## src/rtl/usb_host_presence_monitor_if.sv

```systemverilog
// Bus-side signals of usb_host_presence_monitor.
//   master : drives the raw receive lines, tx enable and the SOF stream; observes status.
//   slave  : the monitor itself; consumes line/SOF inputs and drives the status outputs.
// Signals:
//   usb_p_rx, usb_n_rx : raw D+/D- receive (D+ forced to J while transmitting)
//   usb_tx_en          : device is transmitting
//   sof_valid          : one-cycle SOF strobe, frame_index valid with it
//   host_present, host_timeout, suspended, resume, bus_reset, sof_missed, frame_skip,
//   fault_count        : supervision outputs
interface usb_host_presence_monitor_if #(
  parameter int unsigned SKIP_CNT_W = 8
);
  logic                  usb_p_rx;
  logic                  usb_n_rx;
  logic                  usb_tx_en;
  logic                  sof_valid;
  logic [10:0]           frame_index;
  logic                  host_present;
  logic                  host_timeout;
  logic                  suspended;
  logic                  resume;
  logic                  bus_reset;
  logic                  sof_missed;
  logic                  frame_skip;
  logic [SKIP_CNT_W-1:0] fault_count;

  modport master (
    output usb_p_rx, usb_n_rx, usb_tx_en, sof_valid, frame_index,
    input  host_present, host_timeout, suspended, resume, bus_reset, sof_missed,
           frame_skip, fault_count
  );

  modport slave (
    input  usb_p_rx, usb_n_rx, usb_tx_en, sof_valid, frame_index,
    output host_present, host_timeout, suspended, resume, bus_reset, sof_missed,
           frame_skip, fault_count
  );
endinterface

```

## src/rtl/usb_host_presence_monitor.sv

```systemverilog
// Full-speed bus supervisor for the DFU core.
// Watches the raw receive lines and the SOF stream and reports host presence, suspend/resume,
// bus reset and SOF-continuity faults.
// Ports:
//   clk_48mhz : system clock
//   reset     : asynchronous, active-low reset
//   bus       : usb_host_presence_monitor_if.slave (line inputs, SOF stream, status outputs)
module usb_host_presence_monitor #(
  parameter int unsigned PRESENCE_TIMEOUT_CYCLES = 48000000,
  parameter int unsigned SUSPEND_CYCLES          = 144000,
  parameter int unsigned BUS_RESET_CYCLES        = 120,
  parameter int unsigned FRAME_CYCLES            = 48000,
  parameter int unsigned SOF_SLACK_CYCLES        = 480,
  parameter int unsigned SKIP_CNT_W              = 8
) (
  input logic                        clk_48mhz,
  input logic                        reset,
  usb_host_presence_monitor_if.slave bus
);

  localparam int unsigned PresW = $clog2(PRESENCE_TIMEOUT_CYCLES + 1);
  localparam int unsigned IdleW = $clog2(SUSPEND_CYCLES + 1);
  localparam int unsigned Se0W  = $clog2(BUS_RESET_CYCLES + 1);
  localparam int unsigned WinW  = $clog2(FRAME_CYCLES + SOF_SLACK_CYCLES + 1);

  localparam logic [PresW-1:0] PresMax   = PresW'(PRESENCE_TIMEOUT_CYCLES);
  localparam logic [IdleW-1:0] IdleMax   = IdleW'(SUSPEND_CYCLES);
  localparam logic [Se0W-1:0]  Se0Max    = Se0W'(BUS_RESET_CYCLES);
  localparam logic [WinW-1:0]  WinLimit  = WinW'(FRAME_CYCLES + SOF_SLACK_CYCLES);
  localparam logic [WinW-1:0]  WinReload = WinW'(SOF_SLACK_CYCLES);

  typedef enum logic [0:0] {StAwake, StSuspend} susp_state_e;

  susp_state_e state_q, state_d;

  logic                  p_meta_q, p_sync_q, n_meta_q, n_sync_q;
  logic [Se0W-1:0]       se0_cnt_q, se0_cnt_d;
  logic [IdleW-1:0]      idle_cnt_q, idle_cnt_d;
  logic [PresW-1:0]      pres_cnt_q, pres_cnt_d;
  logic [WinW-1:0]       win_cnt_q, win_cnt_d;
  logic                  host_present_q, host_present_d;
  logic                  host_timeout_q, host_timeout_d;
  logic                  resume_q, resume_d;
  logic                  sof_missed_q, sof_missed_d;
  logic                  frame_skip_q, frame_skip_d;
  logic [SKIP_CNT_W-1:0] fault_q, fault_d;
  logic [10:0]           prev_index_q, prev_index_d;
  logic                  have_prev_q, have_prev_d;

  logic        line_j, line_se0, bus_reset_w, suspend_entry;
  logic [WinW-1:0] win_inc;
  logic [10:0] expected_index;

  assign line_j      = p_sync_q & ~n_sync_q;
  assign line_se0    = ~p_sync_q & ~n_sync_q;
  assign bus_reset_w = (se0_cnt_q == Se0Max);

  // Line-state counters.
  always_comb begin
    se0_cnt_d = '0;
    if (line_se0 && !bus.usb_tx_en) begin
      se0_cnt_d = (se0_cnt_q == Se0Max) ? se0_cnt_q : se0_cnt_q + 1'b1;
    end
    idle_cnt_d = '0;
    if (line_j && !bus.usb_tx_en && !bus.sof_valid) begin
      idle_cnt_d = (idle_cnt_q == IdleMax) ? idle_cnt_q : idle_cnt_q + 1'b1;
    end
  end

  // Suspend FSM.
  always_comb begin
    state_d       = state_q;
    resume_d      = 1'b0;
    suspend_entry = 1'b0;
    unique case (state_q)
      StAwake: begin
        if (idle_cnt_d == IdleMax) begin
          state_d       = StSuspend;
          suspend_entry = 1'b1;
        end
      end
      StSuspend: begin
        if (!line_j || bus_reset_w) begin
          state_d  = StAwake;
          resume_d = 1'b1;
        end
      end
      default: state_d = StAwake;
    endcase
  end

  // Presence, SOF window, frame continuity and fault counting.
  always_comb begin
    pres_cnt_d = (pres_cnt_q == PresMax) ? pres_cnt_q : pres_cnt_q + 1'b1;
    if (bus.sof_valid || bus_reset_w) begin
      pres_cnt_d = '0;
    end
    // sof_valid and bus_reset force the timer to 0, so a coincident SOF never times out.
    host_timeout_d = host_present_q && (pres_cnt_d == PresMax);

    host_present_d = host_present_q;
    if (bus_reset_w) begin
      host_present_d = 1'b0;
    end else if (bus.sof_valid) begin
      host_present_d = 1'b1;
    end else if (host_timeout_d) begin
      host_present_d = 1'b0;
    end

    // The window keeps running while gated so its phase stays tied to the last SOF.
    win_inc      = win_cnt_q + 1'b1;
    win_cnt_d    = win_inc;
    sof_missed_d = 1'b0;
    if (bus.sof_valid) begin
      win_cnt_d = '0;
    end else if (win_inc == WinLimit) begin
      win_cnt_d    = WinReload;
      sof_missed_d = host_present_q && (state_q == StAwake);
    end

    expected_index = prev_index_q + 11'd1;
    frame_skip_d   = bus.sof_valid && have_prev_q && (bus.frame_index != expected_index);
    prev_index_d   = bus.sof_valid ? bus.frame_index : prev_index_q;

    have_prev_d = have_prev_q;
    if (bus_reset_w || suspend_entry || host_timeout_d) begin
      have_prev_d = 1'b0;
    end else if (bus.sof_valid) begin
      have_prev_d = 1'b1;
    end

    fault_d = fault_q;
    if (bus_reset_w) begin
      fault_d = '0;
    end else if ((sof_missed_d || frame_skip_d) && (fault_q != {SKIP_CNT_W{1'b1}})) begin
      fault_d = fault_q + 1'b1;
    end
  end

  always_ff @(posedge clk_48mhz or negedge reset) begin
    if (!reset) begin
      p_meta_q       <= 1'b1;
      p_sync_q       <= 1'b1;
      n_meta_q       <= 1'b0;
      n_sync_q       <= 1'b0;
      se0_cnt_q      <= '0;
      idle_cnt_q     <= '0;
      pres_cnt_q     <= '0;
      win_cnt_q      <= '0;
      state_q        <= StAwake;
      host_present_q <= 1'b0;
      host_timeout_q <= 1'b0;
      resume_q       <= 1'b0;
      sof_missed_q   <= 1'b0;
      frame_skip_q   <= 1'b0;
      fault_q        <= '0;
      prev_index_q   <= '0;
      have_prev_q    <= 1'b0;
    end else begin
      p_meta_q       <= bus.usb_p_rx;
      p_sync_q       <= p_meta_q;
      n_meta_q       <= bus.usb_n_rx;
      n_sync_q       <= n_meta_q;
      se0_cnt_q      <= se0_cnt_d;
      idle_cnt_q     <= idle_cnt_d;
      pres_cnt_q     <= pres_cnt_d;
      win_cnt_q      <= win_cnt_d;
      state_q        <= state_d;
      host_present_q <= host_present_d;
      host_timeout_q <= host_timeout_d;
      resume_q       <= resume_d;
      sof_missed_q   <= sof_missed_d;
      frame_skip_q   <= frame_skip_d;
      fault_q        <= fault_d;
      prev_index_q   <= prev_index_d;
      have_prev_q    <= have_prev_d;
    end
  end

  assign bus.host_present = host_present_q;
  assign bus.host_timeout = host_timeout_q;
  assign bus.suspended    = (state_q == StSuspend);
  assign bus.resume       = resume_q;
  assign bus.bus_reset    = bus_reset_w;
  assign bus.sof_missed   = sof_missed_q;
  assign bus.frame_skip   = frame_skip_q;
  assign bus.fault_count  = fault_q;

endmodule

```

## src/flat_wrapper.sv

```systemverilog
// flat-port wrapper written by rule: the top's interface ports become plain ports
module usb_host_presence_monitor_flat 
#(
  parameter int unsigned PRESENCE_TIMEOUT_CYCLES = 48000000,
  parameter int unsigned SUSPEND_CYCLES          = 144000,
  parameter int unsigned BUS_RESET_CYCLES        = 120,
  parameter int unsigned FRAME_CYCLES            = 48000,
  parameter int unsigned SOF_SLACK_CYCLES        = 480,
  parameter int unsigned SKIP_CNT_W              = 8
)
  (clk_48mhz, reset, bus_usb_p_rx, bus_usb_n_rx, bus_usb_tx_en, bus_sof_valid, bus_frame_index, bus_host_present, bus_host_timeout, bus_suspended, bus_resume, bus_bus_reset, bus_sof_missed, bus_frame_skip, bus_fault_count);
  usb_host_presence_monitor_if #(.SKIP_CNT_W(SKIP_CNT_W)) bus_i ();
  input logic clk_48mhz;
  input logic reset;
  input wire logic [$bits(bus_i.usb_p_rx)-1:0] bus_usb_p_rx;
  input wire logic [$bits(bus_i.usb_n_rx)-1:0] bus_usb_n_rx;
  input wire logic [$bits(bus_i.usb_tx_en)-1:0] bus_usb_tx_en;
  input wire logic [$bits(bus_i.sof_valid)-1:0] bus_sof_valid;
  input wire logic [$bits(bus_i.frame_index)-1:0] bus_frame_index;
  output wire logic [$bits(bus_i.host_present)-1:0] bus_host_present;
  output wire logic [$bits(bus_i.host_timeout)-1:0] bus_host_timeout;
  output wire logic [$bits(bus_i.suspended)-1:0] bus_suspended;
  output wire logic [$bits(bus_i.resume)-1:0] bus_resume;
  output wire logic [$bits(bus_i.bus_reset)-1:0] bus_bus_reset;
  output wire logic [$bits(bus_i.sof_missed)-1:0] bus_sof_missed;
  output wire logic [$bits(bus_i.frame_skip)-1:0] bus_frame_skip;
  output wire logic [$bits(bus_i.fault_count)-1:0] bus_fault_count;
  assign bus_i.usb_p_rx = bus_usb_p_rx;
  assign bus_i.usb_n_rx = bus_usb_n_rx;
  assign bus_i.usb_tx_en = bus_usb_tx_en;
  assign bus_i.sof_valid = bus_sof_valid;
  assign bus_i.frame_index = bus_frame_index;
  assign bus_host_present = bus_i.host_present;
  assign bus_host_timeout = bus_i.host_timeout;
  assign bus_suspended = bus_i.suspended;
  assign bus_resume = bus_i.resume;
  assign bus_bus_reset = bus_i.bus_reset;
  assign bus_sof_missed = bus_i.sof_missed;
  assign bus_frame_skip = bus_i.frame_skip;
  assign bus_fault_count = bus_i.fault_count;
  usb_host_presence_monitor #(.PRESENCE_TIMEOUT_CYCLES(PRESENCE_TIMEOUT_CYCLES), .SUSPEND_CYCLES(SUSPEND_CYCLES), .BUS_RESET_CYCLES(BUS_RESET_CYCLES), .FRAME_CYCLES(FRAME_CYCLES), .SOF_SLACK_CYCLES(SOF_SLACK_CYCLES), .SKIP_CNT_W(SKIP_CNT_W)) u_core (.clk_48mhz(clk_48mhz), .reset(reset), .bus(bus_i));
endmodule
```

## config.mk

```make
export PLATFORM = sky130hd
export DESIGN_NAME = usb_host_presence_monitor_flat
export DESIGN_NICKNAME = d
export VERILOG_FILES = /design/src/rtl/usb_host_presence_monitor_if.sv /design/src/rtl/usb_host_presence_monitor.sv /design/src/flat_wrapper.sv
export SDC_FILE = /design/constraint.sdc
export NUM_CORES = 1
export LEC_CHECK = 0
export BUFFER_PORTS_ARGS = -buffer_cell sky130_fd_sc_hd__buf_2
export CAP_MARGIN = 10
export CORE_AREA = 4 4 125 127
export DETAILED_ROUTE_END_ITERATION = 16
export DIE_AREA = 0 0 129 131
export PLACE_DENSITY_LB_ADDON = 0.05
export SLEW_MARGIN = 40
export SYNTH_ARGS = -nofsm -noshare
export SYNTH_HDL_FRONTEND = slang
export SYNTH_SLANG_ARGS = --single-unit
export TNS_END_PERCENT = 20
```

## constraint.sdc

```tcl
create_clock -name clk_48mhz -period 4.92 [get_ports clk_48mhz]
set_clock_uncertainty 0.15 [all_clocks]
set_input_delay 0 -clock clk_48mhz [delete_from_list [all_inputs] [get_ports clk_48mhz]]
set_output_delay 0 -clock clk_48mhz [all_outputs]
set_load 0.1 [all_outputs]
```

== Yosys cells after proc, flatten, opt, wreduce, memory -nomap -nowiden ==
Index checks and enable logic that the tools add are counted.
Word-level totals
  register bits after elaboration: 97
  input bits: 17
Cells by class
  add/sub/neg operators: 6
  eq/ne operators: 9
  mux-type cells: 23
  bitwise gates (word level): 5
  reductions and logical operators: 19
Operators by type and width (number)
  $eq 26x26->1 const B: 2
  $mux 26: 2
  $eq 18x18->1 const B: 2
  $mux 18: 2
  $mux 16: 2
  $add 26x1->26 const B: 1
  $add 18x1->18 const B: 1
  $add 16x1->16 const B: 1
  $eq 16x16->1 const B: 1
  $mux 8: 2
  $mux 7: 2
  $mux 1: 12
  $add 11x1->11 const B: 1
  $ne 11x11->1: 1
  $add 8x1->8 const B: 1
  $logic_and 1x1->1: 8
  $ne 8x8->1 const B: 1
  $add 7x1->7 const B: 1
  $eq 7x7->1 const B: 1
  $logic_or 1x1->1: 5
  $reduce_bool 2->1: 2
  $logic_not 1->1: 3
  $not 1->1: 3
  $reduce_bool 3->1: 1
  other kinds (3): 4

== Longest topological paths before layout ==
  word-level depth: 11
  depth in mapped cells: 10
  gate-level depth less buffers: 10

== Worst setup path before layout ==
No wires, ideal clock.
  path kind: register -> register
  start: register u_core.pres_cnt_q[0]
  end: register u_core.host_present_q (netlist: u_core.bus.host_present)
  setup time: 0.146 ns
  data arrival time: 2.443 ns
  data required time: 4.624 ns
  slack: 2.181 ns
  cell stages (with the launch flop): 9
  path buffers: 0
  period minus slack after synthesis: 2.739 ns
  cell sequence: dfrtp_1 -> ha_1 -> nand3_1 -> or4_4 -> or4_1 -> a22oi_1 -> nand4_1 -> o311ai_1 -> o21ai_1
Between the ends
  longest elaborated chain between the ends: 6
  elaborated cells between the ends (all ways): 7
  those cells by class: add/sub (1); eq/ne (2); mux (2); reduce/logical (2)
RTL lines
  from (decl): line usb_host_presence_monitor.sv:39  | logic [PresW-1:0] pres_cnt_q, pres_cnt_d;
  from (signal assigned): line usb_host_presence_monitor.sv:166  | pres_cnt_q <= pres_cnt_d;
  $add 26x1->26 or $eq 26x26->1 (tied branches): line usb_host_presence_monitor.sv:94  | pres_cnt_d = (pres_cnt_q == PresMax) ? pres_cnt_q : pres_cnt_q + 1'b1;
  $mux 26 *: line usb_host_presence_monitor.sv:94
  $mux 26 *: line usb_host_presence_monitor.sv:95  | if (bus.sof_valid || bus_reset_w) begin
  $eq 26x26->1 *: line usb_host_presence_monitor.sv:99  | host_timeout_d = host_present_q && (pres_cnt_d == PresMax);
  $logic_and 1x1->1 *: line usb_host_presence_monitor.sv:99
  $reduce_bool 3->1 (no source line) *
  to (signal assigned): line usb_host_presence_monitor.sv:169  | host_present_q <= host_present_d;
  to (decl): line usb_host_presence_monitor.sv:41  | logic host_present_q, host_present_d;
Mark *: on every way between the ends. The rest lies on a longest branch, timed or not.
A chain may end at the register's enable or synchronous reset.

== Worst setup path after layout ==
  start: register u_core.pres_cnt_q[0]
  end: register u_core.have_prev_q
Between the ends
  longest elaborated chain between the ends: 7
  elaborated cells between the ends (all ways): 9
  those cells by class: add/sub (1); eq/ne (2); mux (3); reduce/logical (3)
RTL lines
  $add 26x1->26 or $eq 26x26->1 (tied branches): line usb_host_presence_monitor.sv:94
  $mux 26 *: line usb_host_presence_monitor.sv:94
  $mux 26 *: line usb_host_presence_monitor.sv:95
  $eq 26x26->1 *: line usb_host_presence_monitor.sv:99
  $logic_and 1x1->1 *: line usb_host_presence_monitor.sv:99
  $logic_or 1x1->1 *: line usb_host_presence_monitor.sv:126  | if (bus_reset_w || suspend_entry || host_timeout_d) begin
  $mux 1 or $reduce_bool 2->1 (tied branches)
  to (signal assigned): line usb_host_presence_monitor.sv:176  | have_prev_q <= have_prev_d;
  to (decl): line usb_host_presence_monitor.sv:48  | logic have_prev_q, have_prev_d;
Marked as above.

==> metrics.yaml <==
slew_headroom: 0.489
synthTopCellsByArea: "dfrtp_1, xnor2_1, nor2_1"
dieArea_um2: 16900
grt_max_degree: 67
rsz0062_at_grt: "no"
clkLatencyLatePin_ns: 0.35
grt_usage: 0.172
arrival_ns: 3.29
slew_viol_final: 0
synth_nets: 645
final_area_um2: 6460
setup_viol: 0
async_reset_ff_frac: 1.00
yosysUniqueCellTypes: 64
grt_pass1_vias: 4708
placed_cell_area_um2: 6000
status: "finished with violations"
yosysTopAreaCellShare: 0.416
violations: "negative hold slack"
netlist_instances: 619
synthFlopType: "dfrtp_1"
final.setup.tns_ns: 0
viasPerCell: 5.42
end_kind: "flip-flop"
slowest_delay_ns: 0.66
hold_viol: 8
synth_common_cells: "dfrtp_1, nor2_1, nand2_1"
yosysSeqAreaShare: 0.426
cp_slowest_cell: "a2111oi_0"
place.gp.congestion: 0.881
h-tree-depth: 3
crit_chain: "inv_1, ha_1, nor4bb_1, nand4_1, or4_1, a2111oi_0, nand4_1, nor4_1, nor3b_1"
powerDensity_nw_per_um2: 330
finalWorstSetupSlack_ns: 1.71
path_clk_slew_ns: 0.07
final_util: 0.448
path_class: "flip-flop to flip-flop"
clock-sinks: 97
grt-ovfl-total: 0
syn_area_um2: 5710
yosysTopAreaCell: "dfrtp_1"
portBuffers: 31
avgRoutedWirePerCell_um: 16.1
maxCapViolCount: 0
cts_buffers: 9
fp-row-count: 44
firstDrtPassIters: 4
max_freq_mhz: 312
worstPathMaxFanout: 7
die_w_um: 129
ios: 32
clockBufferDepth: 2
crit_path_start_kind: "flip-flop"
ys_ff_latch: 97
start_util: 0.396
cts_resized: 0
tightest_slew_ns: 0.759
vias: 4572
fin_cells: 843
dp_cells: 811
ant_nets: 0
dp_slack_ns: 1.76
crit_buf_inv: 1
cts_root_buf: "clkbuf_16"
post-cts-setup-buffers: 0
hpwl_um: 9490
syn_area_per_cell_um2: 9.22
yosysMostFrequentCell: "dfrtp_1"
antenna_found_initial: 0
coreArea_um2: 14400
cts_tree: "built"
drcViolationCount: 0
p_leak_uw: 0.00255
hold_class: "input pin to asynchronous set/reset pin"
diodes: 0
synth_edf_count: 0
drt_iter0_drc: 266
area_delta_synth_final_pct: 13.1
cp_data_required_time_ns: 5.00
synth_warnings: 0
finalCriticalPeriod_ns: 3.21
peakVddDrop_uv: 218
die_h_um: 131
finalNetCount: 680
holdWs_ns: -0.0158
final_layout_size_suffix_gt1_frac: 0.123
period_share: 0.652
path_common_cell: "nand4_1"
wl_um: 13600
cp_top_family: "simple AND/OR/NAND/NOR gates"
grt_pass1_wl_um: 23400
[placed cells by master (no fill, tap or decap), types with 4 or more instances in the layout]
cell type	n
a211oi_1	7
a21oi_1	24
and2_1	9
and3_1	12
and4_1	5
buf_2	30
clkbuf_16	9
dfrtp_1	95
dlygate4sd3_1	16
ha_1	9
inv_1	25
mux2_2	13
mux2i_1	15
nand2_1	44
nand2b_1	10
nand3_1	34
nand4_1	26
nor2_1	72
nor2b_1	4
nor3_1	16
nor3b_1	8
nor4_1	14
nor4b_1	4
o211ai_1	4
o21ai_0	15
or3_1	12
or4_1	4
xnor2_1	38
xor2_1	24
[through the flow]
stage | hold slack (ns) | total power [uW]
3_5_place_dp | -0.162 | 1420
2_1_floorplan | -0.446 | 1310
5_1_grt | 0.0286 | 2230
6_report | -0.0158 | 2130
3_3_place_gp | -0.170 | 1410
4_1_cts | 0.00427 | 2160
[routing by layer]
metal	up-vias	wire length [um]	GRT usage
met5	-	0	0
met4	0	247	0.0642
met3	16	312	0.0220
met2	62	6440	0.284
met1	2214	6590	0.232
li1	2280	-	-
[registers in the layout, summed over array words and instances, names as in the netlist, 7 cells and up]
register / cells
u_core.bus.fault_count: 8
u_core.idle_cnt_q: 18
u_core.pres_cnt_q: 26
u_core.prev_index_q: 11
u_core.se0_cnt_q: 7
u_core.win_cnt_q: 16
[power breakdown]
part           internal [uW]  switching [uW]
clock                    399             320
sequential               848            59.9
combinational            127             376
[worst paths after layout]
| kind | slack, ns | endpoint | start | depth (start not counted) |
|---|---|---|---|---|
| min reg2reg | 0.21 | u_core.p_sync_q | u_core.p_meta_q | 0 |
| min | -0.02 | u_core.prev_index_q[6] | reset | 2 |
| min in group clk_48mhz | 0.15 | u_core.p_meta_q | bus_usb_p_rx | 2 |
| max | 1.71 | u_core.have_prev_q | u_core.pres_cnt_q[0] | 9 |
| max reg2reg | 1.71 | u_core.have_prev_q | u_core.pres_cnt_q[0] | 9 |
| max in group asynchronous | 3.62 | u_core.pres_cnt_q[1] | reset | 3 |
[kinds of logic after synthesis]
group           count (synthesis)  share of synthesized area
xor+xnor                       62                     0.0951
flops                          97                      0.426
simple gates                  298                      0.288
buf+inv                        51                     0.0375
fa+ha+maj                       9                     0.0197
compound gates                 74                     0.0824
mux                            28                     0.0519
[worst reg2reg max path: stages (launching register included)]
cell	delay [ns]
dfrtp_1	0.46
inv_1	0.11
ha_1	0.17
nor4bb_1	0.24
nand4_1	0.16
or4_1	0.49
a2111oi_0	0.66
nand4_1	0.22
nor4_1	0.34
nor3b_1	0.08
[area by class of cell]
type / count / area (um^2)
Fill cell: 1427 / 7960
Multi-Input combinational cell: 471 / 3070
Sequential cell: 97 / 2430
Timing Repair Buffer: 49 / 337
Clock buffer: 11 / 233
Tap cell: 184 / 230
Inverter: 26 / 97.6
Clock inverter: 5 / 63.8
[what timing repair did]
action | 4_1_cts | 5_1_grt
hold endpoints to repair | 56 | 0
endpoints found under the setup margin | 0 | 0
hold buffers | 16 | 0
No activity file was read; power rests on OpenSTA's default activity.
